`src/rtl/bus_demux_router.sv`:
```
// Registered 1-to-N bus demultiplexer.
// A single valid/ready input stream carries a word and a destination select.
// Each accepted word lands in a one-entry slot for the selected channel, and
// every channel drains through its own valid/ready handshake. Words addressed
// to a channel that does not exist are discarded, flagged and counted.

module bus_demux_router #(
  parameter int NUM_OUT = 8,
  parameter int WIDTH   = 8,
  parameter int SEL_W   = 3
) (
  input  logic                       clk,
  input  logic                       rst_n,
  input  logic                       in_valid,
  output logic                       in_ready,
  input  logic [WIDTH-1:0]           in_data,
  input  logic [SEL_W-1:0]           in_sel,
  output logic [NUM_OUT-1:0]         out_valid,
  input  logic [NUM_OUT-1:0]         out_ready,
  output logic [NUM_OUT*WIDTH-1:0]   out_data,
  output logic                       drop_err,
  output logic [7:0]                 drop_count
);

  logic                 w_acc;
  logic                 w_inReady;
  logic                 w_selInRange;
  logic                 w_drop;
  logic [NUM_OUT-1:0]   w_chanReady;
  logic [NUM_OUT-1:0]   w_valid;
  logic                 r_dropErr;
  logic [7:0]           r_dropCount;

  // Select the addressed channel's readiness; nonexistent channels always accept so the word can be dropped
  always_comb begin
    w_inReady    = 1'b1;
    w_selInRange = 1'b0;
    for (int i = 0; i < NUM_OUT; i++) begin
      if (in_sel == SEL_W'(i)) begin
        w_inReady    = w_chanReady[i];
        w_selInRange = 1'b1;
      end
    end
  end

  assign w_acc  = in_valid & w_inReady;
  assign w_drop = w_acc & ~w_selInRange;

  for (genvar g = 0; g < NUM_OUT; g++) begin : g_chan
    logic             r_valid;
    logic [WIDTH-1:0] r_data;
    logic             w_load;

    assign w_chanReady[g] = ~r_valid | out_ready[g];
    assign w_load         = w_acc & (in_sel == SEL_W'(g));

    // Slot update: a load wins over a drain so a simultaneous drain+load keeps the channel full
    always_ff @(posedge clk or negedge rst_n) begin
      if (!rst_n) begin
        r_valid <= 1'b0;
        r_data  <= '0;
      end else if (w_load) begin
        r_valid <= 1'b1;
        r_data  <= in_data;
      end else if (r_valid && out_ready[g]) begin
        r_valid <= 1'b0;
      end
    end

    assign w_valid[g]                  = r_valid;
    assign out_data[g*WIDTH +: WIDTH]  = r_data & {WIDTH{r_valid}};
  end

  // Drop bookkeeping: one-cycle error pulse and a saturating discard counter
  always_ff @(posedge clk or negedge rst_n) begin
    if (!rst_n) begin
      r_dropErr   <= 1'b0;
      r_dropCount <= 8'h00;
    end else begin
      r_dropErr <= w_drop;
      if (w_drop && (r_dropCount != 8'hFF)) begin
        r_dropCount <= r_dropCount + 8'h01;
      end
    end
  end

  assign in_ready   = w_inReady;
  assign out_valid  = w_valid;
  assign drop_err   = r_dropErr;
  assign drop_count = r_dropCount;

endmodule

```
`config.mk`:
```
export PLATFORM = sky130hd
export DESIGN_NAME = bus_demux_router
export DESIGN_NICKNAME = d
export VERILOG_FILES = /design/src/rtl/bus_demux_router.sv
export SDC_FILE = /design/constraint.sdc
export NUM_CORES = 1
export LEC_CHECK = 0
export ABC_CLOCK_PERIOD_IN_PS = 1800
export BUFFER_PORTS_ARGS = -buffer_cell sky130_fd_sc_hd__buf_4
export CAP_MARGIN = 40
export CELL_PAD_IN_SITES_DETAIL_PLACEMENT = 0
export CELL_PAD_IN_SITES_GLOBAL_PLACEMENT = 1
export CORE_MARGIN = 3
export CORE_UTILIZATION = 32
export DETAILED_ROUTE_END_ITERATION = 8
export PLACE_DENSITY = 0.73
export SYNTH_ARGS = -nofsm -noshare
export SYNTH_HDL_FRONTEND = slang
export SYNTH_SLANG_ARGS = --single-unit
```
`constraint.sdc`:
```
create_clock -name clk -period 1.8 [get_ports clk]
set_input_delay 0.09 -clock clk [delete_from_list [all_inputs] [get_ports clk]]
set_output_delay 0.09 -clock clk [all_outputs]
set_load 0.01 [all_outputs]
```
==> qor.csv, run 1 <==
stage,metric,value,unit
setup_path,startpoint class of the critical path,flip-flop,
drt,DR vias/cell,4.58,
drt,starting DRC count in detailed routing,57,
global_route,first-pass GRT wire length,13900,µm
clocking,"Reg clk slew, reported paths",0.06,ns
synthesis,Synth Warn #,0,
synthesis,Synth area leaders,"dfrtp_1 56%, mux2_2 20%, and2_1 11%",
global_route,largest net degree at the start of global routing,49,
finish,layout cells sized above 1,0.551,
synthesis,syn_nets,294,
finish,Final nets,396,
setup_path,crit-path max cell delay,0.38,ns
drt,Detail Route Antenna Nets,0,
sta,final period utilization,0.997,
setup_path,Worst EP required,1.71,ns
sta,setup TNS,0,ns
floorplan,Die X-Extent,112,µm
floorplan,Placeable Area,10900,µm²
sta,final max-slew violation count,0,
drt,routed vias,2377,
floorplan,die area,12600,µm²
clocking,Skew-Pair Late Insertion Delay,0.33,ns
global_route,GRT Resource Usage Total,0.144,
setup_path,CP arrival,1.70,ns
setup_path,CP cell instances,"nor2b_4, a311o_1, a221oi_2, buf_4",
drt,TritonRoute pass-1 iters,4,
place,Placement Cell Area,4500,µm²
finish,area grow syn2layout,35.8,%
synthesis,Yosys cell types,30,
run_status,status,completed,
global_route,vias in the first global route,2525,
synthesis,"Async S/R FF share, synth",1.00,
setup_path,Worst Path Buf+Inv,1,
sta,RSZ-0062 raised after global routing,yes,
sta,hold_ws,0.0630,ns
setup_path,crit path capture type,primary output,
place,global placer's final weighted congestion,0.707,
synthesis,Synth top area share,0.561,
clocking,CTS root buffer,clkbuf_16,
setup_path,CP Class,reg -> out,
synthesis,ys flop type,dfrtp_1,
floorplan,# rows,38,
finish,Antenna diodes,0,
sta,Final Critical Period,1.79,ns
synthesis,synthesized netlist cell count,272,
drt,routed wire length,8970,µm
setup_path,Crit Path Max Fanout,3,
place,# port buffers,103,
sta,Final Hold Fails,0,
flow_run,max-capacitance violation count,0,
clocking,Clock Tree Buf Depth,2,
synthesis,"Avg Cell Area, Syn",13.3,µm²
clocking,# clock sinks,81,
sta,Final Setup Violations,0,
clocking,Num CTS Buffers,9,
power,Leakage,2.35,nW
synthesis,"area leader, netlist",dfrtp_1,
floorplan,Die Height,112,µm
clocking,H-tree depth,3,
worst_hold_path,Tightest Hold Check Type,in -> reg,
drt,detailed-route DRC error count,0,
synthesis,cell area after synthesis,3610,µm²
sta,fmax,0.557,GHz
drt,wire per inst,17.3,µm
global_route,GRT overflow,0,
finish,Finished Cell Area,4910,µm²
floorplan,Starting Density,0.331,
synthesis,Post-synth EDFFs,0,
synthesis,#FFs+latches synth,81,
floorplan,Ports,104,
synthesis,"Seq/Total Area, Yosys",0.561,
place,hpwl dp,6210,µm
power,worst vdd ir,0.000501,V
power,Pwr per Cell Area,1050,nW/µm²
clocking,CTS tree,done,
sta,Layout Skew,0.00302,ns
global_route,initial antenna violation count,0,
setup_path,Worst path top cell family by delay,compound AO/OA/AOI/OAI gates,
setup_path,slowest cell on the critical path,dfrtp_1,
finish,Layout Utilization,0.449,
## final timing paths
check                             startpoint                   to  slack (ns)  cells past startpoint
setup reg to reg           g_chan[3].r_valid  g_chan[3].r_data[0]        0.25                      4
setup / recovery           g_chan[6].r_valid             in_ready       0.006                      4
hold / removal                  out_ready[2]    g_chan[2].r_valid        0.06                      3
min in group asynchronous              rst_n             drop_err        0.26                      2
max in group asynchronous              rst_n    g_chan[1].r_valid        0.92                      3
hold reg to reg                drop_count[2]        drop_count[2]        0.38                      0
## report_power, final
group          leakage [nW]  total (mW)  internal [mW]  switching, mW
clock                 0.163        2.09           1.36          0.729
sequential            0.995        2.33           2.16          0.170
combinational          1.19       0.751          0.445          0.306
## cells in the final DEF (no fill, tap or decap), types with 2 or more instances in the layout
master	instances
and2_1	64
buf_4	110
bufinv_16	3
clkbuf_16	9
dfrtp_1	78
dfrtp_2	3
mux2_2	63
nand2_1	6
nand2b_1	7
nand3b_1	2
nand4b_2	2
nor2b_4	2
nor4b_4	3
o21ai_0	2
or2_2	2
or3b_2	2
## sequential cells by signal, indices dropped and copies added, names as in the netlist
name	flops
g_chan.r_data	64
drop_count	8
g_chan.r_valid	8
drop_err	1
## synthesized netlist by cell type (all sizes together) (3+ instances only)
cell,n
nand2,7
and2,64
nand2b,7
nor2b,3
clkbuf,8
nand4b,3
dfrtp,81
nor4b,3
mux2,64
buf,13
## stage by stage
step                total power, mW  worst slack (ns)  instances
floorplan                      2.75             0.243        272
global placement               3.07             0.242        499
detailed placement             3.11             0.180        499
CTS                            5.22            0.0117        516
global route                   5.41           -0.0653        519
finish                         5.17           0.00594        519
## tightest hold or removal path, delay by kind of cell
family	cells	cell delay, ns
simple gates	2	0.18
buf+inv	1	0.08
## per-layer routing
layer,vias to the layer above,share of wire,track usage
met2,71,0.48,0.235
met4,0,0.0040,0.0313
met5,-,0,0
met3,4,0.062,0.0420
li1,1114,-,-
met1,1188,0.46,0.191
## timing repair
item,4_1_cts,5_1_grt
setup endpoints to repair,1,1
setup buffers,0,3
resized for setup,4,6
endpoints found under the hold margin,33,0
pin swaps,2,2
hold buffers,1,0
## cells by family after synthesis
| group | count (synthesis) | share of synthesized area |
|---|---|---|
| AND/OR/NAND/NOR | 98 | 0.193 |
| flip-flops | 81 | 0.561 |
| AO/OA/AOI/OAI | 7 | 0.0132 |
| other | 1 | 0.00104 |
| buffers and inverters | 21 | 0.0325 |
| multiplexers | 64 | 0.199 |
## final cells by class
cell class                 instances  area (µm²)
multi-input combinational        170        1500
timing repair buffer             112         856
sequential                        81        2030
clock buffer                      10         229
clock inverter                     6         115
tap                              140         175
fill                            1027        6030
No activity file was read; power rests on OpenSTA's default activity.
==> inputs of run 2 (changes only) <==
BUFFER_PORTS_ARGS = -buffer_cell sky130_fd_sc_hd__buf_2   (was -buffer_cell sky130_fd_sc_hd__buf_4)
CORE_ASPECT_RATIO = 0.75   (was unset)
==> run 2 against run 1 <==
Total power shrank 7.1%. Final cell count grew 0.39%. Design area shrank 6.0%. Register-to-register slack is essentially flat.
==> qor.csv, run 2 (same netlist as run 1, synthesis figures left out) <==
stage,metric,value,unit
place,Placement Setup Slack,0.265,ns
drt,routed wire length,8780,µm
sta,Layout Skew,0.00524,ns
clocking,H-tree depth,3,
power,Leakage,2.33,nW
setup_path,CP cell instances,"nor2b_4, a311o_1, a221oi_2, buf_2",
finish,"commonest non-fill, non-tap cell in the layout",buf_2,
setup_path,crit path capture type,primary output,
floorplan,Placeable Area,10700,µm²
place,global placer's final weighted congestion,0.751,
finish,most frequent cells in the layout,"102 x buf_2, 79 x dfrtp_1, 64 x and2_1",
place,hpwl dp,6230,µm
floorplan,Starting Density,0.339,
drt,TritonRoute pass-1 iters,4,
floorplan,# rows,32,
power,internal power,3.63,mW
sta,final worst setup slack,0.0688,ns
sta,Final Setup Violations,0,
finish,area grow syn2layout,27.6,%
clocking,"Reg clk slew, reported paths",0.06,ns
floorplan,Die X-Extent,129,µm
drt,starting DRC count in detailed routing,89,
floorplan,Ports,104,
drt,detailed-route DRC error count,0,
clocking,Num CTS Buffers,9,
clocking,Skew-Pair Late Insertion Delay,0.33,ns
global_route,GRT overflow,0,
sta,RSZ-0062 raised after global routing,yes,
power,Comb power frac,0.147,
setup_path,CP Class,reg -> out,
finish,max reg flops,64,
global_route,initial antenna violation count,3,
sta,final period utilization,0.962,
setup_path,slowest cell on the critical path,dfrtp_1,
global_route,largest net degree at the start of global routing,39,
finish,final cell count without fillers,521,
power,Pwr per Cell Area,1040,nW/µm²
drt,DR vias/cell,4.62,
place,DP Cell Count,499,
global_route,GRT Resource Usage Total,0.144,
drt,routed vias,2406,
global_route,first-pass GRT wire length,13700,µm
worst_hold_path,Tightest Hold Check Type,in -> reg,
drt,wire per inst,16.9,µm
setup_path,Worst EP required,1.71,ns
clocking,CTS root buffer,clkbuf_16,
power,Sequential Power Share,0.482,
place,Placement Cell Area,4270,µm²
sta,fmax,0.578,GHz
power,clock power share,0.372,
sta,hold_ws,0.0658,ns
run_status,status,completed,
floorplan,Die Height,98.0,µm
clocking,CTS tree,done,
finish,Final nets,401,
finish,Finished Cell Area,4610,µm²
power,Sw Share,0.244,
clocking,Clock Tree Buf Depth,2,
clocking,# clock sinks,81,
setup_path,startpoint class of the critical path,flip-flop,
flow_run,max-capacitance violation count,0,
power,worst vdd ir,0.000468,V
setup_path,CP arrival,1.64,ns
place,# port buffers,103,
drt,Detail Route Antenna Nets,0,
sta,final max-slew violation count,0,
global_route,vias in the first global route,2463,
finish,layout cells sized above 1,0.544,
power,NetSw,1.17,mW
setup_path,crit-path max cell delay,0.37,ns
sta,Final Critical Period,1.73,ns
floorplan,die area,12600,µm²
sta,Final Hold Fails,0,
setup_path,Crit Path Max Fanout,2,
finish,Reg with most FFs,g_chan.r_data,
run 2: cell count changes in the layout (fill, tap and decap cells not counted), sizes merged:
cell / delta
bufinv: -2
clkbuf: +2
diode: +1
clkinv: +1
clkinvlp: -1
buf: +5
run 2: per-layer routing:
layer | share of wire | up-vias | GRT usage | wire length [µm]
met5 | 0.0024 | - | 0 | 21
met4 | 0.0090 | 4 | 0.0363 | 79
met3 | 0.085 | 13 | 0.0651 | 747
met2 | 0.43 | 82 | 0.212 | 3780
met1 | 0.47 | 1172 | 0.194 | 4160
li1 | - | 1135 | - | -
run 2: what timing repair did:
item / 4_1_cts / 5_1_grt
hold buffers: 1 / 0
pin swaps: 1 / 2
endpoints found under the hold margin: 36 / 0
setup endpoints to repair: 1 / 1
setup buffers: 1 / 3
gates resized for setup: 5 / 0
run 2: path summary, 6_finish.rpt:
path	start	end	slack [ns]	cells after the start
worst max register to register	g_chan[6].r_valid	g_chan[6].r_data[3]	0.25	5
min in group asynchronous	rst_n	g_chan[6].r_data[3]	0.26	2
worst min register to register	drop_count[2]	drop_count[2]	0.37	0
worst max-delay path	g_chan[6].r_valid	in_ready	0.07	4
max in group asynchronous	rst_n	g_chan[5].r_valid	0.96	3
worst min-delay path	out_ready[2]	g_chan[2].r_valid	0.07	3
run 2: per-stage QoR:
step / power [mW] / utilization / setup TNS [ns]
2_1_floorplan: 2.75 / - / 0
3_3_place_gp: 3.01 / 0.400 / 0
3_5_place_dp: 3.05 / 0.400 / 0
4_1_cts: 4.88 / 0.431 / 0
5_1_grt: 5.04 / 0.433 / -0.0330
6_report: 4.80 / 0.433 / 0
run 2: layout make-up:
cell class	count	area [µm²]
multi-input cells	170	1480
well taps	136	170
diodes	1	2.50
flip-flops and latches	81	2030
clock buffers	12	236
repair buffers	117	638
fillers	1010	6040
clock inverters	4	52.6
run 2: worst max-delay path, delay by kind of cell (launching register included):
kind                   cells  cell delay (ns)
and+or+nand+nor            1             0.13
DFF                        1             0.37
buffers and inverters      1             0.18
AOI/OAI and AO/OA          2             0.62
run 2: power by group through the flow:
stage / registers, mW / clock network, mW / logic [mW]
detailed placement: 2.35 / 0 / 0.699
floorplan: 2.29 / 0 / 0.462
CTS: 2.32 / 1.85 / 0.711
global placement: 2.34 / 0 / 0.678
global route: 2.36 / 1.90 / 0.778
finish: 2.31 / 1.78 / 0.704
